$ cat src/rtl/multiplier_arbiter_pkg.sv
`default_nettype none
// ============================================================================
//  Module      : multiplier_arbiter_pkg
//  Description : Shared constants and types for the two-port multiplier
//                arbiter: multiplier latency, port index and op tag.
//  Revision    : 1.0 - initial release
// ============================================================================
package multiplier_arbiter_pkg;

  // Edges from operand capture to registered product
  localparam int MUL_LATENCY = 2;
  localparam int NUM_PORTS   = 2;

  // One-bit port index
  typedef logic port_t;

  // Tag travelling alongside each multiply through the pipeline
  typedef struct packed {
    logic  valid;
    port_t port;
  } tag_t;

endpackage
`default_nettype wire

$ cat src/rtl/multiplier_arbiter_mult.sv
`default_nettype none
// ============================================================================
//  Module      : multiplier_pipelined
//  Description : 32x32 -> 64 unsigned multiplier. Operands are registered on
//                the first edge, the full product on the second edge.
//  Revision    : 1.0 - initial release
// ============================================================================
module multiplier_pipelined (
  input  logic        clk,
  input  logic [31:0] a,
  input  logic [31:0] b,
  output logic [63:0] p
);

  logic [31:0] a_q;
  logic [31:0] b_q;
  logic [63:0] p_d;
  logic [63:0] p_q;

  // Full-width product of the captured operands
  always_comb begin
    p_d = 64'(a_q) * 64'(b_q);
  end

  // Datapath stages; validity is tracked by the caller's tag pipeline
  always_ff @(posedge clk) begin
    a_q <= a;
    b_q <= b;
    p_q <= p_d;
  end

  assign p = p_q;

endmodule
`default_nettype wire

$ cat src/rtl/multiplier_arbiter.sv
`default_nettype none
// ============================================================================
//  Module      : multiplier_arbiter
//  Description : Shares one pipelined multiplier between two request ports
//                with round-robin arbitration, credit-based admission and a
//                per-port in-order response FIFO.
//  Revision    : 1.0 - initial release
// ============================================================================
module multiplier_arbiter
  import multiplier_arbiter_pkg::*;
#(
  parameter int RESP_DEPTH = 4
) (
  input  logic        clk,
  input  logic        rst_n,
  input  logic        req0_valid,
  output logic        req0_ready,
  input  logic [31:0] req0_a,
  input  logic [31:0] req0_b,
  input  logic        req1_valid,
  output logic        req1_ready,
  input  logic [31:0] req1_a,
  input  logic [31:0] req1_b,
  output logic        resp0_valid,
  input  logic        resp0_ready,
  output logic [63:0] resp0_r,
  output logic        resp1_valid,
  input  logic        resp1_ready,
  output logic [63:0] resp1_r
);

  localparam int               PTR_W     = $clog2(RESP_DEPTH);
  localparam int               CNT_W     = $clog2(RESP_DEPTH + 1);
  localparam logic [PTR_W-1:0] LAST_PTR  = PTR_W'(RESP_DEPTH - 1);
  localparam logic [CNT_W:0]   DEPTH_CNT = (CNT_W + 1)'(RESP_DEPTH);

  logic [NUM_PORTS-1:0] req_valid;
  logic [NUM_PORTS-1:0] resp_ready;
  logic [NUM_PORTS-1:0] resp_valid;
  logic [NUM_PORTS-1:0] elig;
  logic [NUM_PORTS-1:0] grant_vec;
  logic [31:0]          req_a       [NUM_PORTS];
  logic [31:0]          req_b       [NUM_PORTS];
  logic [63:0]          resp_r      [NUM_PORTS];
  logic [CNT_W:0]       credit_used [NUM_PORTS];

  logic        run_q, run_d;
  port_t       prio_q, prio_d;
  tag_t        tag_q [MUL_LATENCY];
  tag_t        tag_d [MUL_LATENCY];
  tag_t        tag_wb;
  logic        grant_valid;
  port_t       grant_port;
  logic [31:0] mul_a, mul_b;
  logic [63:0] mul_p;

  assign req_valid  = {req1_valid, req0_valid};
  assign resp_ready = {resp1_ready, resp0_ready};
  assign req_a[0]   = req0_a;
  assign req_a[1]   = req1_a;
  assign req_b[0]   = req0_b;
  assign req_b[1]   = req1_b;

  // A port may issue only while its queued-plus-in-flight results still fit
  assign elig[0] = run_q & req_valid[0] & (credit_used[0] < DEPTH_CNT);
  assign elig[1] = run_q & req_valid[1] & (credit_used[1] < DEPTH_CNT);

  // Round-robin grant, operand mux and tag injection
  always_comb begin
    grant_valid = 1'b0;
    grant_port  = prio_q;
    grant_vec   = '0;
    prio_d      = prio_q;
    run_d       = 1'b1;
    if (elig[0] && elig[1]) begin
      grant_valid = 1'b1;
      grant_port  = prio_q;
    end else if (elig[0]) begin
      grant_valid = 1'b1;
      grant_port  = 1'b0;
    end else if (elig[1]) begin
      grant_valid = 1'b1;
      grant_port  = 1'b1;
    end
    if (grant_valid) begin
      grant_vec[grant_port] = 1'b1;
      prio_d                = ~grant_port;
    end
    mul_a    = grant_port ? req_a[1] : req_a[0];
    mul_b    = grant_port ? req_b[1] : req_b[0];
    tag_d[0] = tag_t'{valid: grant_valid, port: grant_port};
    for (int i = 1; i < MUL_LATENCY; i++) begin
      tag_d[i] = tag_q[i-1];
    end
  end

  // Arbiter state and tag pipeline; reset discards anything in flight
  always_ff @(posedge clk or negedge rst_n) begin
    if (!rst_n) begin
      run_q  <= 1'b0;
      prio_q <= 1'b0;
      for (int i = 0; i < MUL_LATENCY; i++) begin
        tag_q[i] <= '0;
      end
    end else begin
      run_q  <= run_d;
      prio_q <= prio_d;
      for (int i = 0; i < MUL_LATENCY; i++) begin
        tag_q[i] <= tag_d[i];
      end
    end
  end

  assign tag_wb = tag_q[MUL_LATENCY-1];

  multiplier_pipelined u_mul (
    .clk (clk),
    .a   (mul_a),
    .b   (mul_b),
    .p   (mul_p)
  );

  for (genvar p = 0; p < NUM_PORTS; p++) begin : g_resp_fifo
    logic [PTR_W-1:0] wr_ptr_q, wr_ptr_d;
    logic [PTR_W-1:0] rd_ptr_q, rd_ptr_d;
    logic [CNT_W-1:0] occ_q, occ_d;
    logic [CNT_W-1:0] infl_q, infl_d;
    logic [63:0]      mem_q [RESP_DEPTH];
    logic             push;
    logic             pop;
    logic             accept;

    assign push           = tag_wb.valid && (tag_wb.port == port_t'(p));
    assign accept         = grant_vec[p];
    assign resp_valid[p]  = (occ_q != '0);
    assign pop            = resp_valid[p] && resp_ready[p];
    assign resp_r[p]      = mem_q[rd_ptr_q];
    assign credit_used[p] = {1'b0, occ_q} + {1'b0, infl_q};

    // Pointer wrap plus occupancy and in-flight bookkeeping
    always_comb begin
      wr_ptr_d = wr_ptr_q;
      rd_ptr_d = rd_ptr_q;
      occ_d    = occ_q;
      infl_d   = infl_q;
      if (push) wr_ptr_d = (wr_ptr_q == LAST_PTR) ? '0 : wr_ptr_q + PTR_W'(1);
      if (pop)  rd_ptr_d = (rd_ptr_q == LAST_PTR) ? '0 : rd_ptr_q + PTR_W'(1);
      case ({push, pop})
        2'b10:   occ_d = occ_q + CNT_W'(1);
        2'b01:   occ_d = occ_q - CNT_W'(1);
        default: occ_d = occ_q;
      endcase
      case ({accept, push})
        2'b10:   infl_d = infl_q + CNT_W'(1);
        2'b01:   infl_d = infl_q - CNT_W'(1);
        default: infl_d = infl_q;
      endcase
    end

    // FIFO control registers
    always_ff @(posedge clk or negedge rst_n) begin
      if (!rst_n) begin
        wr_ptr_q <= '0;
        rd_ptr_q <= '0;
        occ_q    <= '0;
        infl_q   <= '0;
      end else begin
        wr_ptr_q <= wr_ptr_d;
        rd_ptr_q <= rd_ptr_d;
        occ_q    <= occ_d;
        infl_q   <= infl_d;
      end
    end

    // Result storage written two edges after acceptance
    always_ff @(posedge clk) begin
      if (push) mem_q[wr_ptr_q] <= mul_p;
    end
  end

  assign req0_ready  = grant_vec[0];
  assign req1_ready  = grant_vec[1];
  assign resp0_valid = resp_valid[0];
  assign resp1_valid = resp_valid[1];
  assign resp0_r     = resp_r[0];
  assign resp1_r     = resp_r[1];

endmodule
`default_nettype wire

$ cat config.mk
export PLATFORM = sky130hd
export DESIGN_NAME = multiplier_arbiter
export DESIGN_NICKNAME = d
export VERILOG_FILES = /design/src/rtl/multiplier_arbiter_pkg.sv /design/src/rtl/multiplier_arbiter_mult.sv /design/src/rtl/multiplier_arbiter.sv
export SDC_FILE = /design/constraint.sdc
export NUM_CORES = 2
export LEC_CHECK = 0
export ABC_CLOCK_PERIOD_IN_PS = 11700
export CORE_ASPECT_RATIO = 2
export CORE_MARGIN = 2
export CORE_UTILIZATION = 67
export DETAILED_ROUTE_END_ITERATION = 8
export PLACE_DENSITY = 0.86
export REMOVE_ABC_BUFFERS = 1
export SYNTH_ARGS = -nofsm -noshare
export SYNTH_HDL_FRONTEND = slang
export SYNTH_SLANG_ARGS = --single-unit
$ cat constraint.sdc
create_clock -name clk -period 11.7 [get_ports clk]
set_input_delay 2.34 -clock clk [delete_from_list [all_inputs] [get_ports clk]]
set_output_delay 2.34 -clock clk [all_outputs]
set_load 0.05 [all_outputs]
==> flow_summary.toml <==
[clock_tree]
cts_htree_levels = 2
cts_hold_buffers = 0
clk_path_buf_depth = 3
cts.repair.resized = 0
cts_setup_buffers = 0
cts.sinks = 666
cts-root-buf = "clkbuf_16"
cts_made_buffers = 55
cts.clk_slew.worst_paths_ns = 0.07
clk_latency_ns = 0.68
tritoncts = "yes"

[synth]
syn_area_per_cell_um2 = 12.0
synth_top_area_cell = "fa_1"
syn_area_mm2 = 0.0566
yosysTopAreaCellShare = 0.318
async_reset_ff_frac = 0.0390
syn_inst = 4727
ys_types = 75
yosysSeqAreaShare = 0.328
synth.area.top_cells = "fa_1 (32%), edfxtp_1 (27%), and2_1 (6.5%)"
ys.warnings.count = 0
ys_seq_elements = 666
synth-edff-count = 512
ys.flop_type = "edfxtp_1"

[placed_design]
dp.cells = 5874
gp_congestion = 0.980
place_hpwl_um = 105000
io_buffers = 265

[setup_path]
cp.required_ns = 12.25
critPathCaptureType = "flop"
critPathKind = "reg -> reg"
start_kind = "flop"
crit_fanout = 33
arrival_ns = 8.69

[grt]
antenna_found_initial = 4
grt_overflow = 0
grt_start_max_net_pins = 60
grt_pass1_wl_um = 231000
grt_util_all_layers = 0.357
grt_pass1_vias = 41335

[final_layout]
drive_above_1_share = 0.0832
fin_util = 0.744
num-fill-cells = 5367
syn2layout_area_growth_pct = 10.0
layout_commonest_cell = "inv_1"
fin_cells = 5980
final_cell_mix = "inv_1 (905), fa_1 (900), and2_1 (586)"
fin_nets = 6182

[floorplanning]
initial_core_util = 0.677
core_area_mm2 = 0.0837
die_w_um = 210
row_count = 150
pin_count = 266
die_y_um = 415
die_area_mm2 = 0.0870

[detailed_routing]
finalWirelength_um = 149000
dr.pass1.iters = 6
dr_total_vias = 36577
via_per_inst = 6.12
post-route-drc-count = 0
drtIter0Drc = 2919
drt-wirelength-per-cell_um = 24.9
ant_nets = 0

[timing]
clock_skew_ns = 0.0597
period_minus_slack_ns = 8.14
worst_slew_pin_slew_ns = 1.07
finalHoldViolations = 0
finalCritPeriodShare = 0.696
slew_viol_final = 0
max_slew_margin = 0.289
finalSetupViolCount = 0
setup_tns_ns = 0
rsz0062_at_grt = "false"
fmax_mhz = 123

[hold_path]
worstHoldPathType = "reg -> reg"

[outcome]
status = "completed"

[run]
drv_cap = 0
[routing by layer]
layer,share of wire,GRT usage,vias to the layer above
li1,-,-,15039
met1,0.32,0.395,18642
met2,0.52,0.632,2134
met3,0.081,0.0590,760
met4,0.083,0.241,2
met5,0.000074,0,-
[area by class of cell]
type | instances | area, µm² | share of cell area
clock buffers | 64 | 1470 | 0.0236
inverters | 905 | 3400 | 0.0545
clock inverters | 40 | 592 | 0.00950
multi-input cells | 2903 | 33700 | 0.541
well taps | 1064 | 1330 | 0.0214
flip-flops and latches | 666 | 18600 | 0.299
diodes | 2 | 5.00 | 0.0000803
repair buffers | 336 | 3190 | 0.0511
[Yosys cell counts (4+ instances only)]
cell,instances
a21o_1,37
clkbuf_1,217
mux2i_1,7
edfxtp_1,512
o21bai_1,16
buf_2,12
nand4_1,12
and2_1,590
or3_1,4
mux2_2,66
and3_1,13
dfxtp_1,128
nor2_1,39
mux4_2,128
o21ai_1,6
nand2_1,503
nor2b_1,8
nand3_1,15
ha_1,281
inv_1,905
buf_1,21
o21a_1,4
fa_1,900
nor3_1,13
a21oi_1,74
a211oi_1,9
o21ai_0,41
xnor2_1,43
dfrtp_1,26
xor2_1,28
[path summary, 6_finish.rpt]
| path | from | endpoint | slack (ns) | depth (start not counted) |
|---|---|---|---|---|
| hold / removal | tag_d[1] | tag_q[1] | 0.35 | 0 |
| min in group asynchronous | rst_n | g_resp_fifo[0].occ_q[1] | 2.07 | 2 |
| hold reg to reg | tag_d[1] | tag_q[1] | 0.35 | 0 |
| max in group asynchronous | rst_n | g_resp_fifo[1].rd_ptr_q[0] | 9.34 | 2 |
| setup reg to reg | u_mul.b_q[21] | u_mul.p[62] | 3.56 | 21 |
| setup / recovery | u_mul.b_q[21] | u_mul.p[62] | 3.56 | 21 |
[flip-flops by register name, indices dropped and copies added, names as in the netlist]
name                  flops
g_resp_fifo.infl_q        6
g_resp_fifo.mem_q       512
g_resp_fifo.occ_q         6
g_resp_fifo.rd_ptr_q      4
g_resp_fifo.wr_ptr_q      4
prio_q                    1
run_q                     1
tag_d                     2
tag_q                     2
u_mul.a_q                32
u_mul.b_q                32
u_mul.p                  64
[metrics by stage]
step                setup WS (ns)  instance area, µm²  hold WS (ns)
floorplan                    4.24               55700         0.331
global placement             3.88               60200         0.333
detailed placement           3.75               60200         0.346
CTS                          3.71               62300         0.352
global route                 3.38               62300         0.355
finish                       3.56               62300         0.351
[cell families after synthesis]
kind of cell,count (synthesis),share of synthesized area
AOI/OAI and AO/OA,233,0.0276
DFF,666,0.328
and+or+nand+nor,1215,0.110
adders and majority gates,1182,0.380
muxes,201,0.0653
other,1,0.0000662
buffers and inverters,1158,0.0771
xor gates and xnor gates,71,0.0110
[critical path, cell delays in order, from the launching register on]
cell	delay [ns]
dfxtp_2	0.98
and2_1	0.27
fa_1	0.42
inv_1	0.15
fa_1	0.43
inv_1	0.08
fa_1	0.44
fa_1	0.65
fa_1	0.45
fa_1	0.46
fa_1	0.49
inv_1	0.05
fa_1	0.53
inv_1	0.07
ha_1	0.45
nand2_1	0.18
nor4_1	0.41
nand3_1	0.16
a21boi_1	0.47
o21bai_1	0.27
o311a_1	0.38
a311oi_1	0.22
Power is left out: the tool's default activity adds up to more than one toggle a clock period on the data nets, which glitch-free logic cannot reach.
